**src/rtl/me_pkg.sv**
```systemverilog
// rtl/me_pkg.sv - shared widths, FSM states and pipeline tag for the SAD row accumulator
// No ports; imported by me_sad16_row and me_sad_row_accum.
package me_pkg;

  localparam int PIX_W       = 8;
  localparam int PIX_PER_ROW = 16;
  localparam int ROW_SAD_W   = 12;
  localparam int SAD_W       = 16;
  // Tag fields are sized for the widest legal search (NUM_CAND <= 63).
  localparam int CAND_W      = 6;
  // Several bits so a burst of restarts cannot alias a stale beat onto the live search id.
  localparam int SID_W       = 3;

  typedef enum logic [1:0] {IDLE, RUN, FLUSH, DONE} state_e;

  typedef struct packed {
    logic              valid;
    logic              first;
    logic              last;
    logic [CAND_W-1:0] cand;
    logic [SID_W-1:0]  sid;
  } tag_t;

  function automatic logic [PIX_W-1:0] abs_diff(input logic [PIX_W-1:0] a,
                                                input logic [PIX_W-1:0] b);
    return (a > b) ? (a - b) : (b - a);
  endfunction

endpackage

```
**src/rtl/me_sad16_row.sv**
```systemverilog
// rtl/me_sad16_row.sv - 16-lane absolute difference and row sum, two register stages
// Ports:
//   clk_i  clock
//   ref_i  16 reference pixels, pixel k at [8k+7:8k]
//   cur_i  16 current-block pixels, same byte order
//   sum_o  registered row SAD, valid two cycles after ref_i/cur_i
module me_sad16_row import me_pkg::*; (
  input  logic                         clk_i,
  input  logic [PIX_PER_ROW*PIX_W-1:0] ref_i,
  input  logic [PIX_PER_ROW*PIX_W-1:0] cur_i,
  output logic [ROW_SAD_W-1:0]         sum_o
);

  logic [PIX_W-1:0]     diff_q [PIX_PER_ROW];
  logic [ROW_SAD_W-1:0] sum_d, sum_q;

  // Pure datapath: qualification is done by the tags in the parent.
  always_ff @(posedge clk_i) begin
    for (int k = 0; k < PIX_PER_ROW; k++) begin
      diff_q[k] <= abs_diff(ref_i[k*PIX_W +: PIX_W], cur_i[k*PIX_W +: PIX_W]);
    end
  end

  always_comb begin
    sum_d = '0;
    for (int k = 0; k < PIX_PER_ROW; k++) begin
      sum_d = sum_d + ROW_SAD_W'(diff_q[k]);
    end
  end

  always_ff @(posedge clk_i) begin
    sum_q <= sum_d;
  end

  assign sum_o = sum_q;

endmodule

```
**src/rtl/me_sad_row_accum.sv**
```systemverilog
// rtl/me_sad_row_accum.sv - per-candidate SAD accumulation and minimum-SAD tracking
// Ports:
//   clk_i, rst_i         clock, synchronous active-high reset
//   start_i              pulse: clear results and begin a search
//   valid_i              ref_win_i/cur_row_i carry one row beat
//   ref_win_i/cur_row_i  16 pixels each, pixel k at [8k+7:8k]
//   busy_o               search in progress
//   done_o               one-cycle pulse, best outputs final
//   best_sad_o/best_idx_o minimum candidate SAD and its index
//   prune_o/prune_cnt_o  only with ME_SAD_PRUNE_STATS_EN: prune hint and per-search count
module me_sad_row_accum import me_pkg::*; #(
  parameter int NUM_CAND = 33,
  parameter int ROWS     = 16,
  parameter int IDX_W    = 6
) (
  input  logic             clk_i,
  input  logic             rst_i,
  input  logic             start_i,
  input  logic             valid_i,
  input  logic [127:0]     ref_win_i,
  input  logic [127:0]     cur_row_i,
  output logic             busy_o,
  output logic             done_o,
  output logic [15:0]      best_sad_o,
  output logic [IDX_W-1:0] best_idx_o
`ifdef ME_SAD_PRUNE_STATS_EN
  ,
  output logic             prune_o,
  output logic [IDX_W-1:0] prune_cnt_o
`endif
);

  localparam int ROW_W = (ROWS > 1) ? $clog2(ROWS) : 1;
  localparam logic [ROW_W-1:0]  ROW_LAST  = ROW_W'(ROWS - 1);
  localparam logic [CAND_W-1:0] CAND_LAST = CAND_W'(NUM_CAND - 1);

  state_e               state_q, state_d;
  logic [ROW_W-1:0]     row_cnt_q, row_cnt_d;
  logic [CAND_W-1:0]    cand_cnt_q, cand_cnt_d;
  logic [SID_W-1:0]     sid_q, sid_d;
  tag_t                 tag1_d, tag1_q, tag2_q, tag3_q;
  logic [SAD_W-1:0]     acc_d, acc_q;
  logic [SAD_W-1:0]     best_sad_d, best_sad_q;
  logic [IDX_W-1:0]     best_idx_d, best_idx_q;
  logic                 best_valid_d, best_valid_q;
  logic [ROW_SAD_W-1:0] row_sum;
  logic                 accept, tag2_live, tag3_live, upd_best;

  me_sad16_row u_row (
    .clk_i (clk_i),
    .ref_i (ref_win_i),
    .cur_i (cur_row_i),
    .sum_o (row_sum)
  );

  // A beat in the start cycle belongs to no search and is ignored.
  assign accept    = (state_q == RUN) && valid_i && !start_i;
  // Beats launched before the latest start carry an old search id and are dropped.
  assign tag2_live = tag2_q.valid && (tag2_q.sid == sid_q);
  assign tag3_live = tag3_q.valid && (tag3_q.sid == sid_q);

  always_comb begin
    state_d      = state_q;
    row_cnt_d    = row_cnt_q;
    cand_cnt_d   = cand_cnt_q;
    sid_d        = sid_q;
    tag1_d       = '0;
    tag1_d.valid = accept;
    tag1_d.first = (row_cnt_q == '0);
    tag1_d.last  = (row_cnt_q == ROW_LAST);
    tag1_d.cand  = cand_cnt_q;
    tag1_d.sid   = sid_q;
    if (start_i) begin
      state_d    = RUN;
      row_cnt_d  = '0;
      cand_cnt_d = '0;
      sid_d      = sid_q + 1'b1;
    end else begin
      case (state_q)
        IDLE: ;
        RUN: begin
          if (accept) begin
            if (row_cnt_q == ROW_LAST) begin
              row_cnt_d  = '0;
              cand_cnt_d = cand_cnt_q + 1'b1;
              if (cand_cnt_q == CAND_LAST) state_d = FLUSH;
            end else begin
              row_cnt_d = row_cnt_q + 1'b1;
            end
          end
        end
        FLUSH: if (!(tag1_q.valid || tag2_q.valid || tag3_q.valid)) state_d = DONE;
        DONE:    state_d = IDLE;
        default: state_d = IDLE;
      endcase
    end
  end

  always_comb begin
    acc_d = acc_q;
    if (tag2_live) acc_d = tag2_q.first ? SAD_W'(row_sum) : acc_q + SAD_W'(row_sum);

    // Strict less-than keeps the lower index on ties.
    upd_best     = tag3_live && tag3_q.last && (!best_valid_q || (acc_q < best_sad_q));
    best_sad_d   = best_sad_q;
    best_idx_d   = best_idx_q;
    best_valid_d = best_valid_q;
    if (start_i) begin
      best_sad_d   = '0;
      best_idx_d   = '0;
      best_valid_d = 1'b0;
    end else if (upd_best) begin
      best_sad_d   = acc_q;
      best_idx_d   = IDX_W'(tag3_q.cand);
      best_valid_d = 1'b1;
    end
  end

  always_ff @(posedge clk_i) begin
    if (rst_i) begin
      state_q      <= IDLE;
      row_cnt_q    <= '0;
      cand_cnt_q   <= '0;
      sid_q        <= '0;
      tag1_q       <= '0;
      tag2_q       <= '0;
      tag3_q       <= '0;
      acc_q        <= '0;
      best_sad_q   <= '0;
      best_idx_q   <= '0;
      best_valid_q <= 1'b0;
    end else begin
      state_q      <= state_d;
      row_cnt_q    <= row_cnt_d;
      cand_cnt_q   <= cand_cnt_d;
      sid_q        <= sid_d;
      tag1_q       <= tag1_d;
      tag2_q       <= tag1_q;
      tag3_q       <= tag2_q;
      acc_q        <= acc_d;
      best_sad_q   <= best_sad_d;
      best_idx_q   <= best_idx_d;
      best_valid_q <= best_valid_d;
    end
  end

  assign busy_o     = (state_q == RUN) || (state_q == FLUSH);
  assign done_o     = (state_q == DONE);
  assign best_sad_o = best_sad_q;
  assign best_idx_o = best_idx_q;

`ifdef ME_SAD_PRUNE_STATS_EN
  logic             pruned_q, pruned_d, cur_pruned, prune;
  logic [IDX_W-1:0] prune_cnt_q, prune_cnt_d;

  // The candidate-already-pruned flag is forgotten when the next candidate's first row arrives.
  always_comb begin
    cur_pruned  = pruned_q && !tag3_q.first;
    prune       = tag3_live && !tag3_q.last && best_valid_q && (acc_q >= best_sad_q) && !cur_pruned;
    pruned_d    = tag3_live ? (cur_pruned || prune) : pruned_q;
    prune_cnt_d = start_i ? '0 : prune_cnt_q + IDX_W'(prune);
  end

  always_ff @(posedge clk_i) begin
    if (rst_i) begin
      pruned_q    <= 1'b0;
      prune_cnt_q <= '0;
    end else begin
      pruned_q    <= start_i ? 1'b0 : pruned_d;
      prune_cnt_q <= prune_cnt_d;
    end
  end

  assign prune_o     = prune;
  assign prune_cnt_o = prune_cnt_q;
`else
  // The first-row tag at the compare stage is only consumed by the prune logic.
  logic unused_first;
  assign unused_first = tag3_q.first;
`endif

endmodule
```
**config.mk**
```make
export PLATFORM = sky130hd
export DESIGN_NAME = me_sad_row_accum
export DESIGN_NICKNAME = d
export VERILOG_FILES = /design/src/rtl/me_pkg.sv /design/src/rtl/me_sad16_row.sv /design/src/rtl/me_sad_row_accum.sv
export SDC_FILE = /design/constraint.sdc
export NUM_CORES = 1
export LEC_CHECK = 0
export BUFFER_PORTS_ARGS = -buffer_cell sky130_fd_sc_hd__buf_4
export CELL_PAD_IN_SITES_DETAIL_PLACEMENT = 0
export CELL_PAD_IN_SITES_GLOBAL_PLACEMENT = 1
export CORE_MARGIN = 5
export CORE_UTILIZATION = 37
export CTS_CLUSTER_SIZE = 12
export DETAILED_ROUTE_END_ITERATION = 10
export PLACE_DENSITY_LB_ADDON = 0.08
export SETUP_SLACK_MARGIN = 0.15
export SYNTH_ARGS = -nofsm -noshare
export SYNTH_HDL_FRONTEND = slang
export SYNTH_SLANG_ARGS = --single-unit
```
**constraint.sdc**
```tcl
create_clock -name clk_i -period 7.8 [get_ports clk_i]
set_clock_uncertainty 0.05 [all_clocks]
set_input_delay 1.17 -clock clk_i [delete_from_list [all_inputs] [get_ports clk_i]]
set_output_delay 1.17 -clock clk_i [all_outputs]
set_load 0.01 [all_outputs]
```
==> impl_metrics.json, run 1 <==
{
  "grt_pass1_vias": 16500,
  "synthTopCellsByCount": "inv_1, ha_1, dfxtp_1",
  "cp.depth": 23,
  "ff2ff_setup_slack_ns": 1.76,
  "cts-root-buf": "clkbuf_16",
  "num_vias": 16000,
  "portBuffers": 283,
  "die_w_um": 248,
  "clockBufferDepth": 3,
  "grt-ovfl-total": 0,
  "hold_viol": 0,
  "setup_tns_ns": 0,
  "layout-drive-gt1-share_pct": 14.1,
  "hold_buffers": 0,
  "routed_wl_um": 52100,
  "grt_pass1_wl_um": 83800,
  "synth_top_area_share_pct": 21.9,
  "yosysUniqueCellTypes": 60,
  "critPathCaptureType": "flip-flop",
  "arrival_ns": 6.41,
  "post_cts_buffers": 0,
  "yosysWarnings": 0,
  "clk_pin_slew_ns": 0.06,
  "cts.sinks": 229,
  "max_cap_viol_count": 0,
  "core-area_um2": 56200,
  "clock_latency_ns": 0.55,
  "die_height_um": 248,
  "max_stage_delay_ns": 0.49,
  "synth.net_count": 3052,
  "route.detailed.drc": 0,
  "firstDrtPassIters": 5,
  "viasPerCell": 4.74,
  "r2r_end": "u_row.sum_o[9]",
  "area_growth_pct": 17.0,
  "start_util_pct": 37.2,
  "r2r-start": "u_row.diff_q[0][8]",
  "synth_area_per_cell_um2": 8.88,
  "crit_buf_inv": 5,
  "worstPathRequired_ns": 8.17,
  "grt_start_max_net_pins": 52,
  "htree_levels": 1,
  "dieArea_um2": 61300,
  "relSlewSlack_pct": 51.4,
  "yosysTopAreaCell": "dfxtp_1",
  "reg2reg_depth": 23,
  "nets": 3296,
  "postRouteAntennaNets": 0,
  "first_iter_violations": 580,
  "placementRows": 87,
  "cts_resized": 0,
  "crit_top_cell": "fa_1",
  "critPathMaxFanout": 3,
  "antenna_found_initial": 6,
  "crit_family": "adder cells",
  "crit_end": "u_row.sum_o[9]",
  "syn-cell-area_um2": 20900,
  "yosysSeqAreaShare_pct": 21.9,
  "dp_hpwl_um": 44800,
  "outcome": "completed",
  "critPathKind": "flip-flop to flip-flop",
  "worst_pin_slew_ns": 0.727,
  "rsz0062_at_grt": "no",
  "worstPathCellList": "ha_1, inv_1, fa_1, nor2b_1, o21ai_1, nand2b_1, xor2_1, fa_1, inv_1, fa_1, fa_1, fa_1, inv_1, fa_1, inv_1, fa_1, inv_1, ha_1, nor2b_1, o31a_1, or4_1, and2_1, xor2_1",
  "hold_path.class": "flip-flop to flip-flop",
  "ioPinCount": 284,
  "synth_area_leaders": "dfxtp_1, ha_1, fa_1, inv_1, mux2i_1",
  "syn_inst": 2352,
  "fin_crit_sh_pct": 77.4,
  "numCtsBuffers": 27,
  "ys_seq_elements": 229,
  "synth-edff-count": 0,
  "cts_tree": "done",
  "max_freq_ghz": 0.166,
  "fill_cells": 5659,
  "setup_viol": 0,
  "track_usage_pct": 16.6,
  "finalMaxSlewViolations": 0,
  "synth-main-ff-cell": "dfxtp_1",
  "start_kind": "flip-flop",
  "finalCriticalPeriod_ns": 6.04,
  "async_flop_share_pct": 0,
  "routedWlPerCell_um": 15.4,
  "startpoint": "u_row.diff_q[0][8]",
  "yosysMostFrequentCell": "inv_1",
  "gp_congestion": 0.845,
  "crit_slowest_cell": "fa_1"
}
-- metal layers --
| metal | global-route usage [%] | share of wire [%] | up-vias | routed length, µm |
|---|---|---|---|---|
| met2 | 29.8 | 49 | 234 | 25700 |
| li1 | - | - | 8209 | - |
| met5 | 0 | 0.11 | - | 55 |
| met4 | 2.55 | 1.4 | 8 | 709 |
| met3 | 2.84 | 4.1 | 54 | 2150 |
| met1 | 21.5 | 45 | 7484 | 23500 |
-- worst min path at each step --
stage	from	end	slack (ns)	depth (start not counted)
after detailed placement	tag1_q[7]	tag2_q[7]	0.37	1
after floorplan	tag1_q[0]	tag2_q[0]	0.36	1
final	tag1_q[7]	tag2_q[7]	0.39	1
after global routing	tag2_q[4]	tag3_q[4]	0.40	1
after CTS	tag1_q[7]	tag2_q[7]	0.39	1
after global placement	tag1_q[0]	tag2_q[0]	0.37	1
-- flip-flops by register name, indices dropped and copies added (netlist names) --
signal        cells
best_sad_o       16
sid_q             3
state_q           2
tag2_q           12
tag1_q           12
best_idx_o        6
row_cnt_q         4
cand_cnt_q        6
best_valid_q      1
acc_q            16
u_row.sum_o      12
u_row.diff_q    128
tag3_q           11
-- cells in the final DEF (no fill, tap or decap), types with 66 or more instances in the layout --
cell type / instances
nand2_1: 95
ha_1: 305
xor2_1: 96
buf_4: 285
mux2i_1: 133
a21oi_1: 135
nor2_1: 141
fa_1: 135
dfxtp_1: 229
inv_1: 465
a21o_1: 66
-- area by class of cell --
| type | instances | area [µm²] | share of cell area [%] |
|---|---|---|---|
| Clock inverter | 13 | 126 | 0.517 |
| Clock buffer | 35 | 776 | 3.17 |
| Inverter | 465 | 1750 | 7.14 |
| Antenna cell | 2 | 5.00 | 0.0205 |
| Sequential cell | 229 | 4580 | 18.7 |
| Multi-Input combinational cell | 1588 | 14100 | 57.8 |
| Timing Repair Buffer | 285 | 2140 | 8.75 |
| Tap cell | 756 | 946 | 3.87 |
-- stage by stage --
stage	instance area (µm²)	cells	setup WS [ns]	hold slack [ns]	util, %
2_1_floorplan	20900	2352	2.04	0.364	-
3_3_place_gp	23500	3323	1.79	0.369	41.9
3_5_place_dp	23500	3323	1.78	0.374	41.9
4_1_cts	24500	3371	1.75	0.389	43.5
5_1_grt	24500	3371	1.53	0.398	43.5
6_report	24500	3373	1.76	0.385	43.5
-- kinds of logic (layout without fill, tap and decap cells) --
family                   Yosys count  after routing  synth area share, %
other                              0              2                    0
XOR/XNOR                         135            135                 5.66
buffers and inverters            535            798                 10.4
adder cells (fa/ha/maj)          440            440                 31.2
flip-flops                       229            229                 21.9
multiplexers                     133            133                 6.37
AND/OR/NAND/NOR                  466            466                 10.8
AO/OA/AOI/OAI                    414            414                 13.6
Power of run 1 is left out: the tool's default activity adds up to more than one toggle a clock period on the data nets, which glitch-free logic cannot reach.
==> run 2: changes to the inputs <==
clock period = 6.1 ns   (was 7.8 ns; I/O delays follow)
==> run 2 against run 1 <==
  * First-iteration DRC count is 5.9% higher
  * Sequential share of layout area is 0.054 points lower
  * Sequential cell count stayed put
  * Utilization is 0.15 points higher
  * Maximum frequency is 3.2% higher
  * Critical path depth is 2 lower
  * Via count is 0.27% higher
  * Critical path type unchanged
==> impl_metrics.json, run 2 (synthesized netlist as in run 1, its figures left out) <==
{
  "outcome": "completed",
  "nets": 3298,
  "clk_pin_slew_ns": 0.06,
  "dp_hpwl_um": 45100,
  "utilization_pct": 43.7,
  "rsz0062_at_grt": "yes",
  "grt-ovfl-total": 0,
  "fin_crit_sh_pct": 95.9,
  "grt_pass1_wl_um": 84200,
  "max_freq_ghz": 0.171,
  "arrival_ns": 6.22,
  "placementRows": 87,
  "routed_wl_um": 52500,
  "first_iter_violations": 614,
  "cts_tree": "done",
  "critPathMaxFanout": 2,
  "routedWlPerCell_um": 15.6,
  "ioPinCount": 284,
  "worstPathRequired_ns": 6.48,
  "portBuffers": 283,
  "die_w_um": 248,
  "worst_pin_slew_ns": 0.705,
  "worstPathCellList": "ha_1, a21o_1, a21oi_2, xnor2_1, fa_1, inv_1, fa_1, fa_1, fa_1, inv_1, fa_1, inv_1, fa_1, inv_1, ha_1, a21oi_1, nor2b_1, o31a_1, or4_4, and2_4, xor2_1",
  "clockBufferDepth": 3,
  "cts.sinks": 229,
  "numCtsBuffers": 27,
  "antenna_found_initial": 10,
  "hold_viol": 0,
  "crit_slowest_cell": "fa_1",
  "setup_viol": 0,
  "max_cap_viol_count": 0,
  "fin_ws_ns": 0.252,
  "largest_reg_flops": 128,
  "area_growth_pct": 17.5,
  "die_height_um": 248,
  "top_register": "u_row.diff_q",
  "finalMaxSlewViolations": 0,
  "clock_latency_ns": 0.55,
  "final_cells": 3374,
  "htree_levels": 1,
  "finalCriticalPeriod_ns": 5.85,
  "place_ws_ns": 0.0798,
  "viasPerCell": 4.75,
  "num_vias": 16000,
  "layout_common_cells": "inv_1, ha_1, buf_4",
  "cts-root-buf": "clkbuf_16",
  "dieArea_um2": 61300,
  "critPathKind": "flip-flop to flip-flop",
  "postRouteAntennaNets": 0,
  "fill_cells": 5691,
  "final_common_cell": "inv_1",
  "critPathCaptureType": "flip-flop",
  "start_kind": "flip-flop",
  "track_usage_pct": 16.8,
  "max_stage_delay_ns": 0.59,
  "grt_start_max_net_pins": 52,
  "core-area_um2": 56200,
  "layout-drive-gt1-share_pct": 14.6,
  "start_util_pct": 37.2,
  "grt_pass1_vias": 16300,
  "dp.cells": 3323,
  "gp_congestion": 0.852,
  "firstDrtPassIters": 5,
  "route.detailed.drc": 0,
  "relSlewSlack_pct": 52.9,
  "crit_top_cell": "fa_1",
  "hold_path.class": "flip-flop to flip-flop"
}
==> run 2: repair_timing <==
action                                  CTS  global route
endpoints found under the setup margin    2             3
hold buffers                              0             0
pin swaps                                 1             1
setup buffers                             0             2
resized for setup                         4            10
==> run 2: final timing paths <==
kind	startpoint	end	slack [ns]	cells after the start
min reg2reg	tag1_q[8]	tag2_q[8]	0.38	1
max	u_row.diff_q[0][1]	u_row.sum_o[9]	0.25	21
min	tag1_q[8]	tag2_q[8]	0.38	1
max reg2reg	u_row.diff_q[0][1]	u_row.sum_o[9]	0.25	21
==> run 2: cell type report <==
class                           count  area, µm²  share of cell area (%)
Multi-Input combinational cell   1588      14200                    57.9
Antenna cell                        2       5.00                  0.0204
Clock buffer                       35        756                    3.08
Timing Repair Buffer              287       2150                    8.78
Inverter                          465       1750                    7.11
Clock inverter                     12        144                   0.586
Sequential cell                   229       4590                    18.7
Tap cell                          756        946                    3.85
==> run 2: through the flow <==
step	hold slack, ns	cell area, µm²	TNS, ns
after CTS	0.391	24500	0
after global placement	0.367	23500	0
after detailed placement	0.377	23500	0
final	0.384	24500	0
after floorplan	0.364	20900	0
after global routing	0.402	24500	-0.00580
==> run 2: worst max-delay path, delay by kind of cell, from the launching register on <==
| kind | cells | cell delay [ns] |
|---|---|---|
| compound gates | 4 | 0.76 |
| fa+ha+maj | 8 | 3.51 |
| xor+xnor | 2 | 0.24 |
| flops | 1 | 0.32 |
| buf+inv | 4 | 0.21 |
| simple gates | 3 | 0.67 |
==> run 2: layer usage <==
layer / vias up / GRT usage, % / wire, µm
li1: 8217 / - / -
met1: 7483 / 21.7 / 23500
met2: 250 / 29.8 / 25700
met3: 70 / 2.77 / 2190
met4: 12 / 3.30 / 1060
met5: - / 0 / 84
Power of run 2 is left out for the same reason.
